### src/rtl/alu_share_arbiter_pkg.sv
// Shared types for the ALU-sharing arbiter: ALU control encodings and slot FSM states.
package alu_share_arbiter_pkg;

    localparam int unsigned AluCtrlW = 4;

    // RV32I ALUControl encodings understood by the shared ALU
    typedef enum logic [AluCtrlW-1:0] {
        AluAdd  = 4'b0000,
        AluSub  = 4'b1000,
        AluSll  = 4'b0001,
        AluSlt  = 4'b0010,
        AluSltu = 4'b0011,
        AluXor  = 4'b0100,
        AluSrl  = 4'b0101,
        AluSra  = 4'b1101,
        AluOr   = 4'b0110,
        AluAnd  = 4'b0111
    } alu_ctrl_e;

    // Single-entry response slot
    typedef enum logic [0:0] {
        StEmpty = 1'b0,
        StFull  = 1'b1
    } slot_state_e;

endpackage

### src/rtl/alu_share_arbiter_rr_arbiter.sv
// Combinational round-robin arbiter: search starts just after the last grant and wraps.
module alu_share_arbiter_rr_arbiter #(
    parameter int unsigned N    = 2,
    localparam int unsigned IdxW = $clog2(N)
) (
    input  logic [N-1:0]    req_i,
    input  logic [IdxW-1:0] last_i,
    output logic [N-1:0]    grant_o
);

    // Two ascending passes: indices above last_i win first, then the wrapped range
    always_comb begin
        logic found;
        grant_o = '0;
        found   = 1'b0;
        for (int j = 0; j < N; j++) begin
            if (!found && req_i[j] && (IdxW'(j) > last_i)) begin
                grant_o[j] = 1'b1;
                found      = 1'b1;
            end
        end
        for (int j = 0; j < N; j++) begin
            if (!found && req_i[j] && (IdxW'(j) <= last_i)) begin
                grant_o[j] = 1'b1;
                found      = 1'b1;
            end
        end
    end

endmodule

### src/rtl/alu_share_arbiter.sv
// Shares one combinational ALU between NUM_REQ requesters; round-robin grant, and the
// result is captured in a single-entry response slot with 1-cycle latency.
module alu_share_arbiter
    import alu_share_arbiter_pkg::*;
#(
    parameter int unsigned NUM_REQ = 2,
    parameter int unsigned WIDTH   = 32,
    parameter int unsigned CTRL_W  = 4
) (
    input  logic                       clk,
    input  logic                       reset,
    input  logic [NUM_REQ-1:0]         req_valid,
    output logic [NUM_REQ-1:0]         req_ready,
    input  logic [NUM_REQ*WIDTH-1:0]   req_srca,
    input  logic [NUM_REQ*WIDTH-1:0]   req_srcb,
    input  logic [NUM_REQ*CTRL_W-1:0]  req_ctrl,
    output logic [WIDTH-1:0]           alu_srca,
    output logic [WIDTH-1:0]           alu_srcb,
    output logic [CTRL_W-1:0]          alu_ctrl,
    input  logic [WIDTH-1:0]           alu_result,
    input  logic                       alu_zero,
    output logic                       rsp_valid,
    input  logic                       rsp_ready,
    output logic [WIDTH-1:0]           rsp_result,
    output logic                       rsp_zero,
    output logic [$clog2(NUM_REQ)-1:0] rsp_id
);

    localparam int unsigned IdW = $clog2(NUM_REQ);

    slot_state_e      state_q, state_d;
    logic [WIDTH-1:0] rsp_result_q, rsp_result_d;
    logic             rsp_zero_q, rsp_zero_d;
    logic [IdW-1:0]   rsp_id_q, rsp_id_d;
    logic [IdW-1:0]   last_grant_q, last_grant_d;

    logic [NUM_REQ-1:0] grant;
    logic [IdW-1:0]     grant_id;
    logic               can_issue;
    logic               accept;

    alu_share_arbiter_rr_arbiter #(
        .N (NUM_REQ)
    ) u_rr_arbiter (
        .req_i   (req_valid),
        .last_i  (last_grant_q),
        .grant_o (grant)
    );

    // Issue gating: slot frees and refills in one cycle; nothing is accepted during reset
    always_comb begin
        can_issue = (state_q == StEmpty) || rsp_ready;
        req_ready = grant & {NUM_REQ{can_issue && !reset}};
        accept    = |(req_valid & req_ready);
    end

    // Operand mux toward the ALU; idle drive is ADD of zeros
    always_comb begin
        alu_srca = '0;
        alu_srcb = '0;
        alu_ctrl = CTRL_W'(AluAdd);
        grant_id = '0;
        for (int i = 0; i < NUM_REQ; i++) begin
            if (grant[i]) begin
                alu_srca = req_srca[i*WIDTH +: WIDTH];
                alu_srcb = req_srcb[i*WIDTH +: WIDTH];
                alu_ctrl = req_ctrl[i*CTRL_W +: CTRL_W];
                grant_id = IdW'(i);
            end
        end
    end

    // Slot FSM next state and response capture
    always_comb begin
        state_d      = state_q;
        rsp_result_d = rsp_result_q;
        rsp_zero_d   = rsp_zero_q;
        rsp_id_d     = rsp_id_q;
        last_grant_d = last_grant_q;
        if (accept) begin
            rsp_result_d = alu_result;
            rsp_zero_d   = alu_zero;
            rsp_id_d     = grant_id;
            last_grant_d = grant_id;
        end
        unique case (state_q)
            StEmpty: if (accept) state_d = StFull;
            StFull:  if (rsp_ready && !accept) state_d = StEmpty;
            default: state_d = StEmpty;
        endcase
    end

    // State registers; last grant resets to the top index so requester 0 goes first
    always_ff @(posedge clk or posedge reset) begin
        if (reset) begin
            state_q      <= StEmpty;
            rsp_result_q <= '0;
            rsp_zero_q   <= 1'b0;
            rsp_id_q     <= '0;
            last_grant_q <= IdW'(NUM_REQ - 1);
        end else begin
            state_q      <= state_d;
            rsp_result_q <= rsp_result_d;
            rsp_zero_q   <= rsp_zero_d;
            rsp_id_q     <= rsp_id_d;
            last_grant_q <= last_grant_d;
        end
    end

    // Response outputs straight from the slot registers
    always_comb begin
        rsp_valid  = (state_q == StFull);
        rsp_result = rsp_result_q;
        rsp_zero   = rsp_zero_q;
        rsp_id     = rsp_id_q;
    end

endmodule
### config.mk
export PLATFORM = sky130hd
export DESIGN_NAME = alu_share_arbiter
export DESIGN_NICKNAME = d
export VERILOG_FILES = /design/src/rtl/alu_share_arbiter_pkg.sv /design/src/rtl/alu_share_arbiter_rr_arbiter.sv /design/src/rtl/alu_share_arbiter.sv
export SDC_FILE = /design/constraint.sdc
export NUM_CORES = 1
export LEC_CHECK = 0
export BUFFER_PORTS_ARGS = -buffer_cell sky130_fd_sc_hd__buf_2
export CORE_AREA = 5 5 104 106
export CTS_CLUSTER_DIAMETER = 60
export DETAILED_ROUTE_END_ITERATION = 8
export DIE_AREA = 0 0 109 111
export GPL_TIMING_DRIVEN = 0
export HOLD_SLACK_MARGIN = 0.03
export PLACE_DENSITY = 0.66
export SLEW_MARGIN = 10
export SYNTH_ARGS = -nofsm -noshare
export SYNTH_HDL_FRONTEND = slang
export SYNTH_SLANG_ARGS = --single-unit
### constraint.sdc
create_clock -name clk -period 3.2 [get_ports clk]
set_clock_uncertainty 0.1 [all_clocks]
set_input_delay 0.32 -clock clk [delete_from_list [all_inputs] [get_ports clk]]
set_output_delay 0.32 -clock clk [all_outputs]
set_load 0.05 [all_outputs]
## Word-level counts from Yosys, hierarchy flattened

Cells that the tools add are included.

| operators by class | value |
|---|---|
| magnitude comparators | 4 |
| multiplexer cells | 16 |
| bitwise operators | 3 |
| reductions and logical operators | 16 |

Operator list:

| cell | number |
|---|---|
| 2-to-1 mux 32 bit | 4 |
| logical AND 1 bit | 9 |
| 2-to-1 mux 1 bit | 9 |
| 2-to-1 mux 4 bit | 2 |
| zero test 1 bit | 5 |
| AND 2 bit | 2 |
| > comparator 1 bit, first input constant | 2 |
| less-or-equal comparator 1 bit, first input constant | 2 |
| case mux 1 bit (2 select lines) | 1 |
| OR reduction 2 bit | 1 |
| logical OR 1 bit | 1 |
| inverter 1 bit | 1 |

| storage, ports and cells | value |
|---|---|
| flip-flop bits (word level) | 36 |
| bits of input ports | 174 |
| output and inout port bits | 105 |
| logic and storage cells | 44 |

## Longest topological paths before layout

Gate-level depths: netlist of run 1.

| depth | value |
|---|---|
| word-level depth | 22 |
| depth in mapped cells | 6 |
| gate-level depth less buffers | 3 |

## Cells and area by module

A second synthesis of run 1 with hierarchy kept.

| second synthesis, totals | value |
|---|---|
| cell total of the unflattened synthesis | 173 |
| area total of the unflattened synthesis | 2190.9 um^2 |

Modules (own cells, without submodules):

| module | times used | cells each | area each (um^2) | sequential area each (um^2) |
|---|---|---|---|---|
| alu_share_arbiter | 1 | 170 | 2172.1 | 902.1 |
| alu_share_arbiter_rr_arbiter | 1 | 3 | 18.8 | 0.0 |

## Worst setup path after synthesis of run 1

Ideal clock, no wire load.

| path | value |
|---|---|
| kind | in2out |
| from | in reset |
| to | out req_ready[1] |
| data arrival time | 1736 ps |
| data required time | 2780 ps |
| path slack | 1044 ps |
| stages on the path | 2 |
| path buffers | 0 |
| cell sequence | inv_1 and3_1 |

| on the way | value |
|---|---|
| cells in the longest elaborated chain, start to end | 3 |

RTL lines:

| element | line | source |
|---|---|---|
| start: declaration | alu_share_arbiter.sv:11 | `input logic reset,` |
| zero test 1 bit (no source line) | -- |  |
| logical AND 1 bit | alu_share_arbiter.sv:53 | `req_ready = grant & {NUM_REQ{can_issue && !reset}};` |
| AND 2 bit | alu_share_arbiter.sv:53 |  |
| end: declaration | alu_share_arbiter.sv:13 | `output logic [NUM_REQ-1:0] req_ready,` |

Every way passes these cells.

## Worst setup path in the final report of run 1

| path | value |
|---|---|
| from | reg last_grant_q |
| to | out alu_srca[3] |

| on the way | value |
|---|---|
| cells in the longest elaborated chain, start to end | 16 |
| elaborated cells on any way between the ends | 22 |
| classes of those cells | order compare (4); mux (8); reduce/logical (10) |

RTL lines:

| element | line | source |
|---|---|---|
| start: declaration | alu_share_arbiter.sv:35 | `logic [IdW-1:0] last_grant_q, last_grant_d;` |
| start signal: assignment | alu_share_arbiter.sv:100 | `last_grant_q <= IdW'(NUM_REQ - 1);` |
| start signal: assignment | alu_share_arbiter.sv:106 | `last_grant_q <= last_grant_d;` |
| > comparator 1 bit | alu_share_arbiter_rr_arbiter.sv:17 | `if (!found && req_i[j] && (IdxW'(j) > last_i)) begin` |
| logical AND 1 bit | alu_share_arbiter_rr_arbiter.sv:17 |  |
| 2-to-1 mux 1 bit | alu_share_arbiter_rr_arbiter.sv:17 |  |
| zero test 1 bit | alu_share_arbiter_rr_arbiter.sv:17 |  |
| logical AND 1 bit (2 in series) | alu_share_arbiter_rr_arbiter.sv:17 |  |
| 2-to-1 mux 1 bit | alu_share_arbiter_rr_arbiter.sv:17 |  |
| zero test 1 bit | alu_share_arbiter_rr_arbiter.sv:23 | `if (!found && req_i[j] && (IdxW'(j) <= last_i)) begin` |
| logical AND 1 bit (2 in series) | alu_share_arbiter_rr_arbiter.sv:23 |  |
| 2-to-1 mux 1 bit | alu_share_arbiter_rr_arbiter.sv:23 |  |
| zero test 1 bit | alu_share_arbiter_rr_arbiter.sv:23 |  |
| logical AND 1 bit (2 in series) | alu_share_arbiter_rr_arbiter.sv:23 |  |
| 2-to-1 mux 1 bit | alu_share_arbiter_rr_arbiter.sv:23 |  |
| 2-to-1 mux 32 bit * | alu_share_arbiter.sv:64 | `if (grant[i]) begin` |
| end: declaration | alu_share_arbiter.sv:17 | `output logic [WIDTH-1:0] alu_srca,` |

Every way passes the cells marked *; elsewhere a longest branch is shown, timed or not.

==> results.toml, run 1 <==
[run_status]
status = "finished clean"

[detailed_routing]
wirelength_um = 9363
dr.pass1.iters = 4
vias = 2604
drt_iter0_drc = 148
post_drt_wl_per_cell_um = 15.84
vias_per_cell = 4.406
drtAntennaViolNets = 0
remaining_drc_errors = 0

[power]
finalPower_mw = 2.237
netSwitchingPower_mw = 1.139
vdd_ir_drop_max_mv = 0.3398
power_density_nw_per_um2 = 583.1
p_clk_share_pct = 13.9
p_leak_nw = 2.205
comb_power_share_pct = 59.9
seqPwrFrac_pct = 26.2
switching_share_pct = 50.91
intPower_mw = 1.098

[timing]
final.min_clock_period_ns = 2.352
period_share_pct = 73.49
rsz0062_at_grt = "false"
tightest_slew_ns = 0.7842
fmax_ghz = 0.4252
setup_tns_ns = 0
finalSetupViolations = 0
slew_violations = 0
hold_viol_final = 0
relSlewSlack_pct = 47.64

[worst_setup_path]
crit_fanout = 10
cp.arrival_ns = 1.93
worstSetupEndpointType = "primary output"
startpoint_type = "flop"
crit_type = "reg2out"
required_ns = 2.78

[clock_tree]
cts.sinks = 36
cts-root-buf = "clkbuf_8"
cts-hold-fix-buffers = 0
cts_htree_levels = 2
post_cts_buffers = 0
cts_tree = "done"
cts_resized = 0
cts.clk_slew.worst_paths_ns = 0.07
clockBufferDepth = 2
clk_latency_ns = 0.28
cts_buffers = 5

[logic_synthesis]
synth_seq_cells = 36
syn_area_per_cell_um2 = 12.81
synthCells = 171
syn-cell-area_um2 = 2191
synth.yosys.seq_area_share_pct = 41.18
syn-num-nets = 345
synthDistinctLibCells = 23
ys.warnings.count = 0

[place]
place_congestion = 0.8144
io_buffers = 278
dpl.hpwl_um = 8037

[global_routing]
grt_max_degree = 40
grt_pass1_wl_um = 13680
grt-ovfl-total = 0
antenna_found_initial = 1
grt_use_total_pct = 13.97
grt_pass1_vias = 2684

[worst_hold_path]
hp-class = "in2async"

[floorplanning]
die-area_um2 = 12100
num_io_pins = 279
core-area_um2 = 9684
rows = 36
die_x_um = 109
start_util_pct = 22.62
die_h_um = 111

[cells_and_area]
drive_gt1_share_pct = 72.87
utilization_pct = 39.61
nFillCells = 956
finalNetCount = 630
areaGrowthSynthToFinish_pct = 75.10

[run]
cap_violations = 0
-- worst max-delay path: stages, from the launching register on --
cell and delay, ns:
dfstp_2 0.56, nand2b_1 0.12, and2_1 0.14, buf_6 0.12, buf_2 0.22, a22o_1 0.22
buf_2 0.28
-- cells by family after synthesis --
family                 share of synthesized area, %
AO/OA/AOI/OAI                                 28.84
multiplexers                                  20.39
buffers and inverters                         6.340
flip-flops                                    41.18
AND/OR/NAND/NOR                               3.256
-- layout by cell type (no fill, tap or decap) --
| cell | synthesis | routed |
|---|---|---|
| a21boi_2 | 1 | 1 |
| a21o_1 | 1 | 1 |
| a22o_1 | 68 | 68 |
| a31oi_1 | 2 | 2 |
| and2_1 | 1 | 1 |
| and3_1 | 1 | 1 |
| buf_2 | 6 | 284 |
| buf_4 | 1 | 1 |
| buf_6 | 7 | 7 |
| clkbuf_1 | 4 | 6 |
| clkbuf_8 | 0 | 5 |
| clkinv_4 | 0 | 1 |
| dfrtp_1 | 35 | 35 |
| dfstp_2 | 1 | 1 |
| diode_2 | 0 | 1 |
| inv_1 | 2 | 1 |
| inv_2 | 0 | 1 |
| mux2_1 | 4 | 4 |
| mux2_2 | 9 | 9 |
| mux2_4 | 20 | 20 |
| nand2b_1 | 2 | 2 |
| nand4_1 | 1 | 1 |
| nor2_1 | 1 | 1 |
| nor2_2 | 1 | 1 |
| nor2b_4 | 1 | 1 |
| nor3_4 | 1 | 1 |
| o21ai_0 | 1 | 1 |
-- sequential cells by signal, summed over array words and instances (netlist names) --
name and cells:
rsp_result 32, rsp_id 1, rsp_valid 1, last_grant_q 1, rsp_zero 1
-- area by class of cell --
type | count | area [µm²] | share of cell area [%]
plain buffers | 18 | 131.4 | 3.425
flip-flops and latches | 36 | 902.1 | 23.52
repair buffers | 278 | 1391 | 36.27
well taps | 133 | 166.4 | 4.338
clock buffers | 7 | 76.32 | 1.990
inverters | 2 | 7.507 | 0.1957
multi-input cells | 115 | 1150 | 29.97
diodes | 1 | 2.502 | 0.06523
clock inverters | 1 | 8.758 | 0.2283
-- synthesized netlist by cell type --
cell type	count	share of area, %
a21boi_2	1	0.51
a21o_1	1	0.34
a22o_1	68	27
a31oi_1	2	0.57
and2_1	1	0.29
and3_1	1	0.29
buf_2	6	1.4
buf_4	1	0.34
buf_6	7	3.6
clkbuf_1	4	0.69
dfrtp_1	35	40
dfstp_2	1	1.2
inv_1	2	0.34
mux2_1	4	2.1
mux2_2	9	4.6
mux2_4	20	14
nand2b_1	2	0.57
nand4_1	1	0.29
nor2_1	1	0.17
nor2_2	1	0.29
nor2b_4	1	0.63
nor3_4	1	0.74
o21ai_0	1	0.23
-- stage by stage --
stage	instance area [µm²]	cells	worst slack [ns]	hold WS (ns)
final	3836	591	0.8482	0.1241
after global routing	3836	591	0.7230	0.1461
after CTS	3834	590	0.8274	0.1358
after detailed placement	3749	582	0.9655	0.3738
after global placement	3749	582	0.4236	0.3590
after floorplan	2191	171	1.044	0.2902
-- routing by layer --
metal / vias to the layer above / GRT usage (%) / part of all wire (%)
met5: - / 0 / 0
met4: 0 / 3.199 / 1.3
met3: 10 / 2.621 / 8.1
met2: 136 / 26.21 / 52
met1: 1213 / 15.98 / 39
li1: 1245 / - / -
-- power by group through the flow --
stage / clock [mW] / combinational [mW] / sequential [mW]
after floorplan: 0 / 0.714 / 0.873
after global routing: 0.344 / 1.40 / 0.596
after detailed placement: 0 / 1.35 / 0.590
after global placement: 0 / 1.34 / 0.590
after CTS: 0.329 / 1.35 / 0.586
final: 0.312 / 1.34 / 0.586
-- path summary, 6_finish.rpt --
| kind | start | end | slack [ns] | cells past startpoint |
|---|---|---|---|---|
| min in group clk | alu_result[0] | rsp_result[0]$_DFFE_PP0P_ | 0.15 | 2 |
| min | reset | rsp_valid$_DFF_PP0_ | 0.12 | 2 |
| min reg2reg | rsp_id$_DFFE_PP0P_ | rsp_id$_DFFE_PP0P_ | 0.39 | 1 |
| max reg2reg | rsp_valid$_DFF_PP0_ | rsp_result[10]$_DFFE_PP0P_ | 1.55 | 4 |
| max | last_grant_q$_DFFE_PP1P_ | alu_srca[3] | 0.85 | 6 |
| max in group asynchronous | reset | rsp_result[21]$_DFFE_PP0P_ | 2.37 | 2 |
(Power assumes the default switching activity.)
==> run 2, diff against run 1 <==
Settings changed: CORE_AREA 5 5 104 106 to 5 5 105 107, DIE_AREA 0 0 109 111 to 0 0 110 112, PLACE_DENSITY 0.66 to 0.65.
Clock period 3.2 ns to 2.4 ns, I/O delays scaled along.
==> run 2 against run 1 <==
Effect of this change:
- setup slack worse by 0.70 ns
- largest cell class unchanged
- largest power group unchanged
- sequential power up 33%
- worst hold slack got worse by 0.090 ns
- highest routed layer is now met5
==> results.toml, run 2 (synthesis gave the netlist of run 1 again) <==
[run_status]
status = "finished clean"

[worst_setup_path]
crit_fanout = 10
worstSetupEndpointType = "primary output"
crit_type = "reg2out"
crit_chain = "nand2b_1 -> and2_1 -> buf_6 -> buf_6 -> buf_6 -> a22o_1 -> buf_2"
required_ns = 2.06
cpMostUsedCell = "buf_6"
cp_slowest_stage_delay_ns = 0.56
startpoint_type = "flop"
cp.arrival_ns = 1.91
path_delay_family = "buffers and inverters"
worst-path-stages = 7
r2r_cells = 4
slowest_stage = "dfstp_2"
path_buf_inv = 4

[place]
dp_cells = 585
dpl.hpwl_um = 8469
place_congestion = 0.9056
io_buffers = 278

[floorplanning]
die_x_um = 110
die_h_um = 112
die-area_um2 = 12320
rows = 37
core-area_um2 = 10050
num_io_pins = 279
start_util_pct = 21.81

[clock_tree]
cts_buffers = 5
cts-root-buf = "clkbuf_8"
cts_tree = "done"
clk_latency_ns = 0.29
cts-hold-fix-buffers = 0
cts.clk_slew.worst_paths_ns = 0.08
cts_htree_levels = 2
clockBufferDepth = 2
cts_resized = 0
cts.sinks = 36
post_cts_buffers = 0

[detailed_routing]
vias = 2623
dr.pass1.iters = 4
post_drt_wl_per_cell_um = 16.74
drt_iter0_drc = 171
remaining_drc_errors = 0
drtAntennaViolNets = 0
vias_per_cell = 4.423
wirelength_um = 9924

[cells_and_area]
areaGrowthSynthToFinish_pct = 75.67
finalNetCount = 630
fin_cells = 593
drive_gt1_share_pct = 73.30
diodes = 0
largest_reg_flops = 32
final_cell_mix = "284 x buf_2, 68 x a22o_1, 35 x dfrtp_1, 20 x mux2_4, 9 x mux2_2"
mostFrequentLayoutCell = "buf_2"

[timing]
period_share_pct = 93.91
final.min_clock_period_ns = 2.254
hold_viol_final = 0
tightest_slew_ns = 0.7815
rsz0062_at_grt = "false"
finalSetupViolations = 0
relSlewSlack_pct = 47.82
setup_tns_ns = 0
slew_violations = 0
fmax_ghz = 0.4437

[run]
cap_violations = 0

[global_routing]
grt_use_total_pct = 14.37
antenna_found_initial = 1
grt_pass1_wl_um = 14040
grt_max_degree = 40
grt-ovfl-total = 0
grt_pass1_vias = 2741

[power]
vdd_ir_drop_max_mv = 0.4932
finalPower_mw = 3.032
power_density_nw_per_um2 = 787.8
p_leak_nw = 2.214

[worst_hold_path]
hp-class = "in2async"
run 2: cell types whose count changed in the layout (fill, tap and decap cells not counted):
cell | previous run | this run
clkbuf_1 | 6 | 4
clkbuf_8 | 5 | 6
clkinv_2 | 0 | 1
clkinv_4 | 1 | 0
diode_2 | 1 | 0
inv_6 | 0 | 1
run 2: path summary, 6_finish.rpt:
check	endpoint	startpoint	slack (ns)
max in group asynchronous	rsp_result[12]$_DFFE_PP0P_	reset	1.67
worst min-delay path	rsp_valid$_DFF_PP0_	reset	0.03
worst max-delay path	alu_srca[29]	last_grant_q$_DFFE_PP1P_	0.15
worst max register to register	rsp_result[16]$_DFFE_PP0P_	rsp_valid$_DFF_PP0_	0.75
min in group clk	rsp_result[0]$_DFFE_PP0P_	alu_result[0]	0.07
worst min register to register	rsp_id$_DFFE_PP0P_	rsp_id$_DFFE_PP0P_	0.38
run 2: final cells by class:
type	instances	area, µm²
Tap cell	136	170.2
Buffer	18	131.4
Fill cell	1033	6197
Inverter	2	7.507
Multi-Input combinational cell	115	1150
Timing Repair Buffer	278	1391
Sequential cell	36	902.1
Clock inverter	2	13.76
Clock buffer	6	82.58
run 2: routing by layer:
metal / GRT usage, % / vias to the layer above / wire (µm)
met5: 0 / - / 13
met4: 2.078 / 2 / 57
met3: 4.174 / 8 / 1112
met2: 26.01 / 155 / 5012
met1: 16.87 / 1210 / 3729
li1: - / 1248 / -
run 2: power by group:
part | switching (mW) | leakage [nW] | internal, mW
logic | 1.26 | 1.74 | 0.537
clock network | 0.224 | 0.0516 | 0.235
registers | 0.0587 | 0.420 | 0.720
run 2: per-stage QoR:
step | utilization, % | setup slack [ns] | hold WS (ns) | area (µm²)
final | 38.31 | 0.1461 | 0.03425 | 3849
after global routing | 38.31 | 0.01696 | 0.05908 | 3849
after CTS | 38.31 | 0.06508 | 0.05922 | 3849
after detailed placement | 37.35 | 0.2555 | 0.3643 | 3752
after global placement | 37.35 | -0.3152 | 0.3555 | 3752
after floorplan | - | 0.4045 | 0.2102 | 2191
==> run 3, diff against run 2 <==
Settings changed: BUFFER_PORTS_ARGS -buffer_cell sky130_fd_sc_hd__buf_2 to -buffer_cell sky130_fd_sc_hd__buf_4.
==> run 3 against run 2 <==
Effect of this change:
- via count grew 0.19%
- largest power group unchanged
- sequential share of layout area fell by 3.6 points
- critical endpoint is now alu_srca[3]
- global-route usage is 1.3 points higher
- worst hold slack about the same
==> results.toml, run 3 (synthesis gave the netlist of run 1 again) <==
[global_routing]
grt_max_degree = 40
grt_pass1_vias = 2804
grt-ovfl-total = 0
grt_use_total_pct = 15.71
antenna_found_initial = 0
grt_pass1_wl_um = 15330

[timing]
setup_ws_ns = 0.1870
rsz0062_at_grt = "false"
tightest_slew_ns = 0.7812
relSlewSlack_pct = 47.84
fmax_ghz = 0.4519
slew_violations = 0
period_share_pct = 92.21
final.min_clock_period_ns = 2.213
finalSetupViolations = 0
hold_viol_final = 0

[cells_and_area]
diodes = 0
drive_gt1_share_pct = 73.30
ff_latch_area_um2 = 902.1
final_cell_area_um2 = 4544
mostFrequentLayoutCell = "buf_4"
nFillCells = 959
areaGrowthSynthToFinish_pct = 107.4
fin_cells = 593
finalNetCount = 630
final_cell_mix = "279 x buf_4, 68 x a22o_1, 35 x dfrtp_1, 20 x mux2_4, 9 x mux2_2"
multi_input_area_um2 = 1150
largest_reg_flops = 32
utilization_pct = 45.24

[clock_tree]
cts.sinks = 36
cts_resized = 0
cts_htree_levels = 2
post_cts_buffers = 0
cts_tree = "done"
cts.clk_slew.worst_paths_ns = 0.08
cts_buffers = 5
cts-hold-fix-buffers = 0
clockBufferDepth = 2
clk_latency_ns = 0.28
cts-root-buf = "clkbuf_8"

[worst_hold_path]
hp-class = "in2async"

[worst_setup_path]
required_ns = 2.06
cp_slowest_stage_delay_ns = 0.56
startpoint_type = "flop"
worstSetupEndpointType = "primary output"
crit_fanout = 10
cp.arrival_ns = 1.87
crit_type = "reg2out"
slowest_stage = "dfstp_2"
crit_chain = "nand2b_1 -> and2_1 -> buf_6 -> buf_2 -> a22o_1 -> buf_4"

[floorplanning]
die_h_um = 112
num_io_pins = 279
die_x_um = 110
start_util_pct = 21.81
core-area_um2 = 10050
rows = 37
die-area_um2 = 12320

[power]
vdd_ir_drop_max_mv = 0.4370
power_density_nw_per_um2 = 721.5
p_leak_nw = 2.432

[detailed_routing]
vias = 2628
drt_iter0_drc = 156
remaining_drc_errors = 0
vias_per_cell = 4.432
wirelength_um = 10650
drtAntennaViolNets = 0
dr.pass1.iters = 4
post_drt_wl_per_cell_um = 17.95

[place]
place_congestion = 0.8762
io_buffers = 278
pre_cts_ws_ns = 0.3832
post_dp_cell_area_um2 = 4448
dpl.hpwl_um = 9052
dp_cells = 585

[run]
cap_violations = 0

[run_status]
status = "finished clean"
==> run 3: cell count changes in the layout (fill, tap and decap cells not counted) <==
cell   before  now
buf_4       1  279
buf_2     284    6
==> run 3: final cells by class <==
class | count | share of cell area [%]
buffer | 18 | 2.891
clock buffer | 6 | 1.817
clock inverter | 2 | 0.3029
inverter | 2 | 0.1652
multi-input combinational | 115 | 25.30
sequential | 36 | 19.85
tap | 136 | 3.744
timing repair buffer | 278 | 45.93
==> run 3: through the flow <==
| stage | power, mW | setup TNS [ns] | hold WS [ns] |
|---|---|---|---|
| floorplan | 2.117 | 0 | 0.2102 |
| global placement | 2.824 | -0.1374 | 0.3473 |
| detailed placement | 2.843 | 0 | 0.3657 |
| CTS | 3.315 | 0 | 0.05800 |
| global route | 3.423 | 0 | 0.05796 |
| finish | 3.279 | 0 | 0.03389 |
==> run 3: critical path, delay by kind of cell (launching register included) <==
kind                   cells  cell delay, ns
AND/OR/NAND/NOR            2            0.27
AO/OA/AOI/OAI              1            0.21
flip-flops                 1            0.56
buffers and inverters      3            0.55
==> run 3: layer usage <==
metal	GRT usage (%)	part of all wire [%]	vias to the layer above	wire length (µm)
li1	-	-	1248	-
met1	18.04	35	1241	3775
met2	27.99	52	133	5541
met3	5.623	12	6	1260
met4	2.577	0.64	0	68
met5	0	0	-	0
==> run 3: final timing paths <==
kind	start	endpoint	slack, ns	depth (start not counted)
worst min-delay path	reset	rsp_valid$_DFF_PP0_	0.03	2
worst max register to register	rsp_valid$_DFF_PP0_	rsp_result[23]$_DFFE_PP0P_	0.75	4
worst max-delay path	last_grant_q$_DFFE_PP1P_	alu_srca[3]	0.19	6
max in group asynchronous	reset	rsp_result[27]$_DFFE_PP0P_	1.66	2
worst min register to register	rsp_id$_DFFE_PP0P_	rsp_id$_DFFE_PP0P_	0.39	1
min in group clk	alu_result[30]	rsp_result[30]$_DFFE_PP0P_	0.07	2
==> run 3: where the power goes <==
part / switching (mW) / internal [mW] / leakage (nW)
Combinational: 1.27 / 0.763 / 1.96
Sequential: 0.0663 / 0.720 / 0.420
Clock: 0.222 / 0.235 / 0.0516
